File: src/rtl/frogger_pkg.sv
// Shared Frogger constants: FSM state encodings, playfield geometry and game defaults.
package frogger_pkg;

  typedef enum logic [2:0] {
    ST_IDLE      = 3'b000,
    ST_RUNNING   = 3'b001,
    ST_HIT       = 3'b010,
    ST_SCORED    = 3'b011,
    ST_GAME_OVER = 3'b100
  } state_t;

  localparam int TILE_SIZE           = 32;
  localparam int GRID_COLS           = 14;
  localparam int GRID_ROWS           = 13;
  localparam int DEFAULT_GOAL_ROW    = 0;
  localparam int DEFAULT_START_LIVES = 3;

endpackage

File: src/rtl/bcd_counter_2d.sv
// Two-digit BCD counter (00..99) with synchronous clear, increment enable and saturation at 99.
module bcd_counter_2d (
  input  logic       i_Clk,
  input  logic       i_Rst,
  input  logic       i_Clr,
  input  logic       i_Inc,
  output logic [3:0] o_Tens,
  output logic [3:0] o_Ones
);

  logic [3:0] tens;
  logic [3:0] ones;

  function automatic logic [7:0] bcd_sat_inc(input logic [3:0] t, input logic [3:0] o);
    if (t == 4'd9 && o == 4'd9) return {t, o};
    if (o == 4'd9)              return {t + 4'd1, 4'd0};
    return {t, o + 4'd1};
  endfunction

  always_ff @(posedge i_Clk or posedge i_Rst) begin
    if (i_Rst) begin
      tens <= 4'd0;
      ones <= 4'd0;
    end else if (i_Clr) begin
      tens <= 4'd0;
      ones <= 4'd0;
    end else if (i_Inc) begin
      {tens, ones} <= bcd_sat_inc(tens, ones);
    end
  end

  assign o_Tens = tens;
  assign o_Ones = ones;

endmodule

File: src/rtl/game_state_ctrl.sv
// Frogger round/lives sequencer: drives game-active enable, respawn pulse, lives, countdown and BCD score.
module game_state_ctrl
  import frogger_pkg::*;
#(
  parameter int c_START_LIVES    = DEFAULT_START_LIVES,
  parameter int c_GOAL_ROW       = DEFAULT_GOAL_ROW,
  parameter int c_FRAMES_PER_SEC = 60,
  parameter int c_ROUND_SECONDS  = 60,
  parameter int c_HOLD_FRAMES    = 60,
  parameter int c_SCORE_LIMIT    = 99
) (
  input  logic       i_Clk,
  input  logic       i_Rst,
  input  logic       i_Game_Start,
  input  logic       i_Frame_Tick,
  input  logic       i_Collided,
  input  logic [5:0] i_Frogger_Y,
  output logic       o_Game_Active,
  output logic       o_Frog_Reset,
  output logic [2:0] o_State,
  output logic [1:0] o_Lives,
  output logic [6:0] o_Time_Left,
  output logic [3:0] o_Score_Tens,
  output logic [3:0] o_Score_Ones
);

  localparam int FW = $clog2(c_FRAMES_PER_SEC + 1);
  localparam int HW = $clog2(c_HOLD_FRAMES + 1);

  state_t        state, state_nxt;
  logic [1:0]    lives, lives_nxt;
  logic [6:0]    time_left, time_nxt;
  logic [FW-1:0] frame_cnt, frame_nxt;
  logic [HW-1:0] hold_cnt, hold_nxt;
  logic          game_active, frog_reset, frog_reset_nxt;
  logic          score_clr, score_inc, score_at_limit, hold_done;
  logic [3:0]    score_tens, score_ones;
  logic [6:0]    score_bin;

  function automatic logic [1:0] sat_dec_lives(input logic [1:0] l);
    return (l == 2'd0) ? 2'd0 : l - 2'd1;
  endfunction

  bcd_counter_2d u_score (
    .i_Clk  (i_Clk),
    .i_Rst  (i_Rst),
    .i_Clr  (score_clr),
    .i_Inc  (score_inc),
    .o_Tens (score_tens),
    .o_Ones (score_ones)
  );

  assign score_bin      = {3'b000, score_tens} * 7'd10 + {3'b000, score_ones};
  assign score_at_limit = (score_bin >= 7'(c_SCORE_LIMIT));
  assign hold_done      = i_Frame_Tick && (hold_cnt == HW'(c_HOLD_FRAMES - 1));

  always_comb begin
    state_nxt      = state;
    lives_nxt      = lives;
    time_nxt       = time_left;
    frame_nxt      = frame_cnt;
    hold_nxt       = hold_cnt;
    frog_reset_nxt = 1'b0;
    score_clr      = 1'b0;
    score_inc      = 1'b0;
    case (state)
      ST_IDLE, ST_GAME_OVER: begin
        if (i_Game_Start) begin
          state_nxt      = ST_RUNNING;
          lives_nxt      = 2'(c_START_LIVES);
          time_nxt       = 7'(c_ROUND_SECONDS);
          frame_nxt      = '0;
          score_clr      = 1'b1;
          frog_reset_nxt = 1'b1;
        end
      end
      ST_RUNNING: begin
        if (i_Collided) begin
          state_nxt = ST_HIT;
          lives_nxt = sat_dec_lives(lives);
          hold_nxt  = '0;
        end else if (i_Frogger_Y == 6'(c_GOAL_ROW)) begin
          state_nxt = ST_SCORED;
          score_inc = 1'b1;
          hold_nxt  = '0;
        end else if (i_Frame_Tick) begin
          if (frame_cnt == FW'(c_FRAMES_PER_SEC - 1)) begin
            frame_nxt = '0;
            time_nxt  = time_left - 7'd1;
            // The countdown expiring costs a life exactly like a collision.
            if (time_left == 7'd1) begin
              state_nxt = ST_HIT;
              lives_nxt = sat_dec_lives(lives);
              hold_nxt  = '0;
            end
          end else begin
            frame_nxt = frame_cnt + 1'b1;
          end
        end
      end
      ST_HIT, ST_SCORED: begin
        if (state == ST_SCORED && score_at_limit) begin
          state_nxt = ST_GAME_OVER;
        end else if (hold_done) begin
          if (state == ST_HIT && lives == 2'd0) begin
            state_nxt = ST_GAME_OVER;
          end else begin
            state_nxt      = ST_RUNNING;
            time_nxt       = 7'(c_ROUND_SECONDS);
            frame_nxt      = '0;
            frog_reset_nxt = 1'b1;
          end
        end else if (i_Frame_Tick) begin
          hold_nxt = hold_cnt + 1'b1;
        end
      end
      default: state_nxt = ST_IDLE;
    endcase
  end

  always_ff @(posedge i_Clk or posedge i_Rst) begin
    if (i_Rst) begin
      state       <= ST_IDLE;
      lives       <= 2'(c_START_LIVES);
      time_left   <= 7'(c_ROUND_SECONDS);
      frame_cnt   <= '0;
      hold_cnt    <= '0;
      game_active <= 1'b0;
      frog_reset  <= 1'b0;
    end else begin
      state       <= state_nxt;
      lives       <= lives_nxt;
      time_left   <= time_nxt;
      frame_cnt   <= frame_nxt;
      hold_cnt    <= hold_nxt;
      game_active <= (state_nxt == ST_RUNNING);
      frog_reset  <= frog_reset_nxt;
    end
  end

  assign o_Game_Active = game_active;
  assign o_Frog_Reset  = frog_reset;
  assign o_State       = state;
  assign o_Lives       = lives;
  assign o_Time_Left   = time_left;
  assign o_Score_Tens  = score_tens;
  assign o_Score_Ones  = score_ones;

endmodule

File: config.mk
export PLATFORM = sky130hd
export DESIGN_NAME = game_state_ctrl
export DESIGN_NICKNAME = d
export VERILOG_FILES = /design/src/rtl/frogger_pkg.sv /design/src/rtl/bcd_counter_2d.sv /design/src/rtl/game_state_ctrl.sv
export SDC_FILE = /design/constraint.sdc
export NUM_CORES = 1
export LEC_CHECK = 0
export ABC_CLOCK_PERIOD_IN_PS = 3760
export BUFFER_PORTS_ARGS = -buffer_cell sky130_fd_sc_hd__buf_2
export CORE_ASPECT_RATIO = 1.5
export CORE_MARGIN = 2
export CORE_UTILIZATION = 57
export CTS_CLUSTER_DIAMETER = 200
export DETAILED_ROUTE_END_ITERATION = 16
export HOLD_SLACK_MARGIN = 0.06
export PLACE_DENSITY_LB_ADDON = 0.15
export SYNTH_ARGS = -nofsm -noshare
export SYNTH_HDL_FRONTEND = slang
export SYNTH_SLANG_ARGS = --single-unit
File: constraint.sdc
create_clock -name i_Clk -period 3.76 [get_ports i_Clk]
set_input_delay 0.564 -clock i_Clk [delete_from_list [all_inputs] [get_ports i_Clk]]
set_output_delay 0.564 -clock i_Clk [all_outputs]
set_load 0.01 [all_outputs]
==> flow_metrics.tcl, run 1 <==
set metrics [dict create \
    cts_inserted_buffers 5 \
    place_congestion 0.855 \
    worstMarginPinSlew_ns 0.592 \
    yosysTopAreaCell "dfrtp_1" \
    synth.avg_cell_area_um2 9.16 \
    crit_slowest_cell "a21o_1" \
    synth_cell_type_count 56 \
    area_growth_pct 11.7 \
    placedCellCount 328 \
    clock_latency_ns 0.28 \
    dpl.hpwl_um 3850 \
    clock-sinks 34 \
    synth_area_leaders "dfrtp_1, ha_1, dfstp_2" \
    drive_gt1_share_pct 22.7 \
    routed_wl_um 5180 \
    ctsResizeCount 0 \
    netlist_instances 255 \
    p_leak_nw 1.22 \
    synthesis.area_um2 2340 \
    vdd_drop_max_mv 0.378 \
    crit_path_end_kind "flip-flop" \
    layout.area.seq_um2 858 \
    yosysWarnings 0 \
    num_vias 2025 \
    cts_tree "built" \
    reg2reg_setup_slack_ns 0.56 \
    synth.ff_latch_count 34 \
    yosysSeqAreaShare_pct 36.7 \
    yosysTopAreaCellShare_pct 30.0 \
    clockBufferDepth 2 \
    rsz0062_at_grt "false" \
    outcome "completed" \
    drv_slew 0 \
    synth_common_cells "dfrtp_1, nand2_1, nor2_1, o21ai_0" \
    tns_ns 0 \
    initial_core_util_pct 59.5 \
    wl_per_cell_um 15.4 \
    start_kind "flip-flop" \
    cp-startpoint "u_score.o_Tens[1]" \
    antennaDiodeCount 0 \
    worstSetupEndpoint "o_Time_Left[1]" \
    relSlewSlack_pct 60.5 \
    die_area_um2 4640 \
    pwr_density_cell_nw_per_um2 496 \
    post-route-cell-area_um2 2610 \
    synth_top_flop_cell "dfrtp_1" \
    drc_errors 0 \
    via_per_inst 6.03 \
    htreeDepth 2 \
    worstSetupPathType "reg -> reg" \
    timing_hold_violations_final 0 \
    maxCapViolations 0 \
    grt_pass1_wl_um 8760 \
    critPathMaxFanout 23 \
    max_stage_delay_ns 0.53 \
    r2r-start "u_score.o_Tens[1]" \
    detail-route-antenna-nets 0 \
    cp_data_required_time_ns 3.92 \
    cts-root-buf "clkbuf_8" \
    nets 317 \
    hold_path.class "in -> async" \
    grt_overflow 0 \
    port_buffers 32 \
    syn_nets 282 \
    synth_edf_count 0 \
    path_clk_slew_ns 0.07 \
    antenna_found_initial 0 \
    track_usage_pct 24.0 \
    fin_skew_ns 0.00829 \
    postCtsSetupRepairBufs 0 \
    rows 28 \
    synth_most_common_cell "dfrtp_1" \
    firstDrtPassIters 4 \
    fmax_mhz 312 \
    setup_viol 0 \
    fin_util_pct 66.5 \
    final.min_clock_period_ns 3.20 \
    grt_max_degree 35 \
    die_w_um 56.3 \
    cp.arrival_ns 3.36 \
    die_h_um 82.4 \
    nFillCells 347 \
    reg2reg_to "o_Time_Left[1]" \
    grt_pass1_vias 1877 \
    multiInputGateArea_um2 1370 \
    fin_cells 336 \
    pin_count 33 \
    coreArea_um2 3920 \
    dpl_cell_area_um2 2520 \
    path_common_cell "ha_1" \
    ff2ff_path_depth 9 \
    period_share_pct 85.2 \
    async_reset_ff_share_pct 100 \
    path_cells "ha_1 > ha_1 > fa_1 > xnor2_1 > or3_4 > a31oi_4 > a21o_1 > or2_4 > o32ai_1" \
    holdBufCountCts 0 \
    drt_iter0_markers 79 \
]
-- sequential cells by signal, summed over array words and instances, names as in the netlist --
signal / flops
o_Frog_Reset: 1
u_score.o_Ones: 4
o_State: 3
o_Game_Active: 1
frame_cnt: 6
o_Time_Left: 7
u_score.o_Tens: 4
hold_cnt: 6
o_Lives: 2
-- worst min path at each step --
stage	end	cells past startpoint	slack, ns	start
6_report	u_score.o_Ones[0]	3	0.37	i_Rst
2_1_floorplan	hold_cnt[5]	1	0.46	hold_cnt[5]
4_1_cts	u_score.o_Ones[0]	3	0.37	i_Rst
3_5_place_dp	o_Lives[0]	2	0.49	o_Lives[0]
5_1_grt	u_score.o_Ones[2]	3	0.41	i_Rst
3_3_place_gp	hold_cnt[5]	1	0.47	hold_cnt[5]
-- cell usage in the layout (no fill, tap or decap), types with 6 or more instances in the layout --
cell type | netlist | layout
a21oi_1 | 13 | 13
buf_2 | 1 | 32
clkbuf_8 | 0 | 6
dfrtp_1 | 28 | 28
dfstp_2 | 6 | 6
ha_1 | 14 | 14
inv_1 | 14 | 14
nand2_1 | 27 | 27
nand3_1 | 12 | 12
nor2_1 | 25 | 25
nor3_1 | 8 | 8
o21ai_0 | 19 | 19
-- power by group --
part           total, mW  switching, mW  leakage [nW]  internal, mW
Combinational      0.402          0.236         0.736         0.166
Sequential         0.609          0.125         0.437         0.484
Clock              0.283          0.135        0.0482         0.148
Total               1.29          0.496          1.22         0.798
-- critical path: cells and delay by family, from the launching register on --
kind	cells	cell delay, ns
xor+xnor	1	0.16
compound gates	3	0.83
simple gates	2	0.63
flops	1	0.49
fa+ha+maj	3	0.96
-- layout make-up --
cell class | count | area share (%)
flip-flops and latches | 34 | 32.9
repair buffers | 34 | 6.71
well taps | 45 | 2.16
clock buffers | 7 | 3.31
multi-input cells | 200 | 52.6
clock inverters | 1 | 0.192
inverters | 15 | 2.16
-- routing by layer --
layer  vias to the layer above  routed length (um)  GRT usage (%)
met5                         -                   0              0
met2                        53                2500           39.9
met4                         0                 131           13.3
li1                        999                   -              -
met3                        12                 193           4.05
met1                       961                2350           29.9
-- per-stage QoR --
step	hold slack [ns]	total power [mW]	setup WS, ns
final	0.371	1.29	0.558
after global routing	0.412	1.40	0.358
after CTS	0.371	1.31	0.574
after detailed placement	0.489	1.01	0.590
after global placement	0.475	1.00	0.689
after floorplan	0.463	0.887	0.925
-- kinds of logic after synthesis --
group / count (synthesis) / synth area share, %
and+or+nand+nor: 107 / 24.3
DFF: 34 / 36.7
adders and majority gates: 16 / 9.21
muxes: 3 / 1.29
AOI/OAI and AO/OA: 69 / 22.0
buffers and inverters: 21 / 4.55
xor gates and xnor gates: 5 / 1.88
Note: power is estimated with default switching activity, not from simulation.
==> inputs of run 2 (changes only) <==
--- a/config.mk
+++ b/config.mk
@@ -12,8 +12,9 @@
 export CORE_UTILIZATION = 57
 export CTS_CLUSTER_DIAMETER = 200
 export DETAILED_ROUTE_END_ITERATION = 16
+export GPL_TIMING_DRIVEN = 0
 export HOLD_SLACK_MARGIN = 0.06
-export PLACE_DENSITY_LB_ADDON = 0.15
+export PLACE_DENSITY = 0.83
 export SYNTH_ARGS = -nofsm -noshare
 export SYNTH_HDL_FRONTEND = slang
 export SYNTH_SLANG_ARGS = --single-unit
==> run 2 against run 1 <==
Critical path depth rose by 2. Flip-flop and latch count did not move. Global-route usage rose by 1.3 points. Power fell by 0.39%. Die area did not move. Count of clock-buffer cells in the layout rose by 1. Critical path type unchanged. Cell count rose by 1.2%.
==> flow_metrics.tcl, run 2 (synthesized netlist as in run 1, its figures left out) <==
set metrics [dict create \
    outcome "completed" \
    dpl_cell_area_um2 2550 \
    power_switching_mw 0.491 \
    worstMarginPinSlew_ns 0.942 \
    placedCellCount 332 \
    setup_viol 0 \
    grt_pass1_wl_um 9110 \
    critPathMaxFanout 10 \
    pin_count 33 \
    drv_slew 0 \
    cp.arrival_ns 3.30 \
    drive_gt1_share_pct 23.1 \
    largest_reg_flops 7 \
    routed_wl_um 5280 \
    p_int_mw 0.797 \
    crit_slowest_cell "dfrtp_1" \
    post-route-cell-area_um2 2630 \
    dpl.hpwl_um 3990 \
    p_leak_nw 1.23 \
    path_clk_slew_ns 0.07 \
    relSlewSlack_pct 36.7 \
    postCtsSetupRepairBufs 0 \
    holdBufCountCts 0 \
    max_stage_delay_ns 0.49 \
    whs_ns 0.387 \
    cts_tree "built" \
    cp_data_required_time_ns 3.97 \
    htreeDepth 2 \
    grt_overflow 0 \
    via_per_inst 6.05 \
    clockBufferDepth 2 \
    power_frac_comb_pct 33.8 \
    detail-route-antenna-nets 0 \
    grt_max_degree 35 \
    antenna_found_initial 0 \
    p_clk_share_pct 19.9 \
    cts-root-buf "clkbuf_8" \
    clock_latency_ns 0.29 \
    tns_ns 0 \
    mostFrequentLayoutCells "buf_2, dfrtp_1, nand2_1" \
    final_common_cell "buf_2" \
    port_buffers 32 \
    switching_share_pct 38.1 \
    hold_path.class "in -> async" \
    worstSetupPathType "reg -> reg" \
    coreArea_um2 3920 \
    maxCapViolations 0 \
    path_cells "ha_1 > ha_1 > fa_1 > xnor2_1 > or3_4 > a31oi_4 > a21o_1 > buf_6 > buf_6 > o21ai_0 > o21ai_1" \
    fin_cells 340 \
    die_area_um2 4640 \
    grt_pass1_vias 2045 \
    fin_skew_ns 0.00671 \
    die_h_um 82.4 \
    track_usage_pct 25.3 \
    power_mw 1.29 \
    fmax_mhz 324 \
    die_w_um 56.3 \
    final.min_clock_period_ns 3.09 \
    drc_errors 0 \
    timing_hold_violations_final 0 \
    area_growth_pct 12.7 \
    rsz0062_at_grt "false" \
    rows 28 \
    pwr_density_cell_nw_per_um2 490 \
    initial_core_util_pct 59.5 \
    ctsResizeCount 0 \
    clock-sinks 34 \
    pwr-share-seq_pct 46.3 \
    nets 321 \
    antennaDiodeCount 0 \
    crit_path_end_kind "flip-flop" \
    period_share_pct 82.2 \
    num_vias 2058 \
    place_congestion 0.876 \
    cts_inserted_buffers 5 \
    vdd_drop_max_mv 0.383 \
    drt_iter0_markers 94 \
    wl_per_cell_um 15.5 \
    start_kind "flip-flop" \
    firstDrtPassIters 4 \
]
run 2: cell count changes in the layout (fill, tap and decap cells not counted), sizes merged:
cell    delta
buf        +4
clkbuf     +1
clkinv     -1
run 2: critical path, delay by kind of cell (launching register included):
kind / cells / cell delay (ns)
AO/OA/AOI/OAI: 4 / 0.70
XOR/XNOR: 1 / 0.16
adder cells (fa/ha/maj): 3 / 0.96
buffers and inverters: 2 / 0.31
flip-flops: 1 / 0.49
AND/OR/NAND/NOR: 1 / 0.39
run 2: metrics by stage:
stage | utilization, % | worst slack, ns
3_3_place_gp | 65.1 | 0.746
4_1_cts | 67.1 | 0.683
3_5_place_dp | 65.1 | 0.708
2_1_floorplan | - | 0.925
6_report | 67.1 | 0.669
5_1_grt | 67.1 | 0.522
run 2: metal layers:
| layer | track usage [%] | up-vias | part of all wire [%] |
|---|---|---|---|
| li1 | - | 1009 | - |
| met4 | 12.1 | 0 | 2.1 |
| met2 | 45.1 | 50 | 51 |
| met5 | 0 | - | 0 |
| met1 | 29.6 | 990 | 43 |
| met3 | 4.52 | 9 | 3.3 |
run 2: power by group through the flow:
stage / Combinational (mW) / Clock (mW) / Sequential [mW]
3_3_place_gp: 0.420 / 0 / 0.594
4_1_cts: 0.437 / 0.262 / 0.593
3_5_place_dp: 0.434 / 0 / 0.599
5_1_grt: 0.490 / 0.279 / 0.613
2_1_floorplan: 0.290 / 0 / 0.597
6_report: 0.436 / 0.256 / 0.597
run 2: final cells by class:
class	instances	area (um^2)
plain buffers	6	50.0
clock buffers	8	80.1
fillers	333	1290
inverters	15	56.3
multi-input cells	200	1370
flip-flops and latches	34	858
well taps	45	56.3
repair buffers	32	160
run 2: final timing paths:
path,startpoint,end,slack (ns),depth (start not counted)
max,u_score.o_Tens[1],frame_cnt[2],0.67,11
min,i_Rst,o_Frog_Reset,0.39,2
max in group asynchronous,i_Rst,hold_cnt[1],2.92,2
min reg2reg,o_Lives[0],o_Lives[0],0.50,2
min in group i_Clk,o_Lives[0],o_Lives[0],0.50,2
max reg2reg,u_score.o_Tens[1],frame_cnt[2],0.67,11
==> inputs of run 3 (changes only) <==
--- a/config.mk
+++ b/config.mk
@@ -5,7 +5,7 @@
 export SDC_FILE = /design/constraint.sdc
 export NUM_CORES = 1
 export LEC_CHECK = 0
-export ABC_CLOCK_PERIOD_IN_PS = 3760
+export ABC_CLOCK_PERIOD_IN_PS = 3200
 export BUFFER_PORTS_ARGS = -buffer_cell sky130_fd_sc_hd__buf_2
 export CORE_ASPECT_RATIO = 1.5
 export CORE_MARGIN = 2
==> constraint.sdc (replaced) <==
create_clock -name i_Clk -period 3.2 [get_ports i_Clk]
set_input_delay 0.48 -clock i_Clk [delete_from_list [all_inputs] [get_ports i_Clk]]
set_output_delay 0.48 -clock i_Clk [all_outputs]
set_load 0.01 [all_outputs]
==> run 3 against run 2 <==
Fmax up 0.83%. Clock skew about the same. Worst setup slack got worse by 0.53 ns. Flip-flop and latch count stayed put. Via count grew 1.6%. Cell area increased by 0.29%. Critical path type unchanged. Critical endpoint is now o_Time_Left[1]. Highest routed layer unchanged.
==> flow_metrics.tcl, run 3 (synthesized netlist as in run 1, its figures left out) <==
set metrics [dict create \
    timing_hold_violations_final 0 \
    pwr_density_cell_nw_per_um2 574 \
    p_clk_share_pct 19.8 \
    htreeDepth 2 \
    die_h_um 82.4 \
    die_w_um 56.3 \
    cp.arrival_ns 3.24 \
    detail-route-antenna-nets 0 \
    final_common_cell "buf_2" \
    p_int_mw 0.939 \
    grt_pass1_wl_um 9110 \
    pwr-share-seq_pct 46.3 \
    clockBufferDepth 2 \
    fin_ws_ns 0.135 \
    antennaDiodeCount 0 \
    num_vias 2091 \
    maxCapViolations 0 \
    holdBufCountCts 0 \
    tns_ns 0 \
    area_growth_pct 13.0 \
    antenna_found_initial 0 \
    power_frac_comb_pct 33.9 \
    drt_iter0_markers 83 \
    mostFrequentLayoutCells "buf_2, dfrtp_1, nand2_1" \
    via_per_inst 6.15 \
    drive_gt1_share_pct 23.4 \
    fmax_mhz 326 \
    relSlewSlack_pct 34.3 \
    track_usage_pct 25.3 \
    grt_pass1_vias 2045 \
    nFillCells 333 \
    routed_wl_um 5270 \
    initial_core_util_pct 59.5 \
    worstMarginPinSlew_ns 0.977 \
    period_share_pct 95.8 \
    rsz0062_at_grt "false" \
    grt_overflow 0 \
    grt_max_degree 35 \
    worstSetupPathType "reg -> reg" \
    coreArea_um2 3920 \
    dpl.hpwl_um 3990 \
    critPathMaxFanout 10 \
    ctsResizeCount 0 \
    p_leak_nw 1.23 \
    postCtsSetupRepairBufs 0 \
    wl_per_cell_um 15.5 \
    clock_latency_ns 0.29 \
    vdd_drop_max_mv 0.451 \
    drv_slew 0 \
    rows 28 \
    cts-root-buf "clkbuf_8" \
    clock-sinks 34 \
    switching_share_pct 38.0 \
    cts_inserted_buffers 5 \
    drc_errors 0 \
    reg2reg_to "o_Time_Left[1]" \
    crit_path_end_kind "flip-flop" \
    die_area_um2 4640 \
    ff2ff_path_depth 10 \
    path_clk_slew_ns 0.07 \
    reg2reg_setup_slack_ns 0.13 \
    cts_tree "built" \
    start_kind "flip-flop" \
    power_switching_mw 0.576 \
    r2r-start "u_score.o_Tens[1]" \
    final.min_clock_period_ns 3.07 \
    largest_reg_flops 7 \
    setup_viol 0 \
    outcome "completed" \
    preCtsSetupSlack_ns 0.148 \
    hold_path.class "in -> async" \
    firstDrtPassIters 4 \
    fin_skew_ns 0.00646 \
    place_congestion 0.876 \
    pin_count 33 \
    nets 321 \
    port_buffers 32 \
    cp_data_required_time_ns 3.38 \
]
==> run 3: area by class of cell <==
cell class	instances	area [um^2]	share of cell area, %
Multi-Input combinational cell	200	1380	52.2
Inverter	15	56.3	2.13
Sequential cell	34	858	32.5
Buffer	6	50.0	1.90
Tap cell	45	56.3	2.13
Timing Repair Buffer	32	160	6.07
Clock buffer	8	80.1	3.03
==> run 3: power by group through the flow <==
stage	logic (mW)	clock network [mW]	registers, mW
global placement	0.493	0	0.698
global route	0.579	0.328	0.721
detailed placement	0.510	0	0.703
finish	0.514	0.300	0.701
CTS	0.513	0.307	0.697
floorplan	0.341	0	0.702
==> run 3: worst max-delay path, stage by stage (launching register included) <==
cell and delay, ns:
dfrtp_1 0.49, ha_1 0.34, ha_1 0.21, fa_1 0.41, xor2_1 0.21, a22oi_1 0.11, o221a_4 0.28, a21o_4 0.24
buf_6 0.14, or2_4 0.24, o32ai_1 0.26
==> run 3: through the flow <==
step / cell area, um^2 / hold slack, ns / util (%) / instances / power (mW)
finish: 2640 / 0.302 / 67.3 / 340 / 1.51
CTS: 2630 / 0.505 / 67.1 / 340 / 1.52
floorplan: 2340 / 0.463 / - / 255 / 1.04
global placement: 2550 / 0.474 / 65.1 / 332 / 1.19
global route: 2640 / 0.371 / 67.3 / 340 / 1.63
detailed placement: 2550 / 0.492 / 65.1 / 332 / 1.21
==> run 3: how the worst max path moves through the flow <==
stage                      startpoint        endpoint  slack, ns  depth (start not counted)
finish              u_score.o_Tens[1]  o_Time_Left[1]       0.13                         10
global route        u_score.o_Tens[1]  o_Time_Left[1]       0.02                         10
CTS                 u_score.o_Tens[1]    frame_cnt[2]       0.12                         11
detailed placement  u_score.o_Tens[1]    frame_cnt[2]       0.15                         11
global placement    u_score.o_Tens[1]    frame_cnt[3]       0.19                         11
floorplan           u_score.o_Tens[1]    frame_cnt[5]       0.37                         10
==> run 3: per-layer routing <==
layer	GRT usage (%)	routed length, um	up-vias
met3	4.52	220	9
met1	29.6	2200	1002
met5	0	0	-
met4	12.1	108	0
met2	45.1	2750	65
li1	-	-	1015
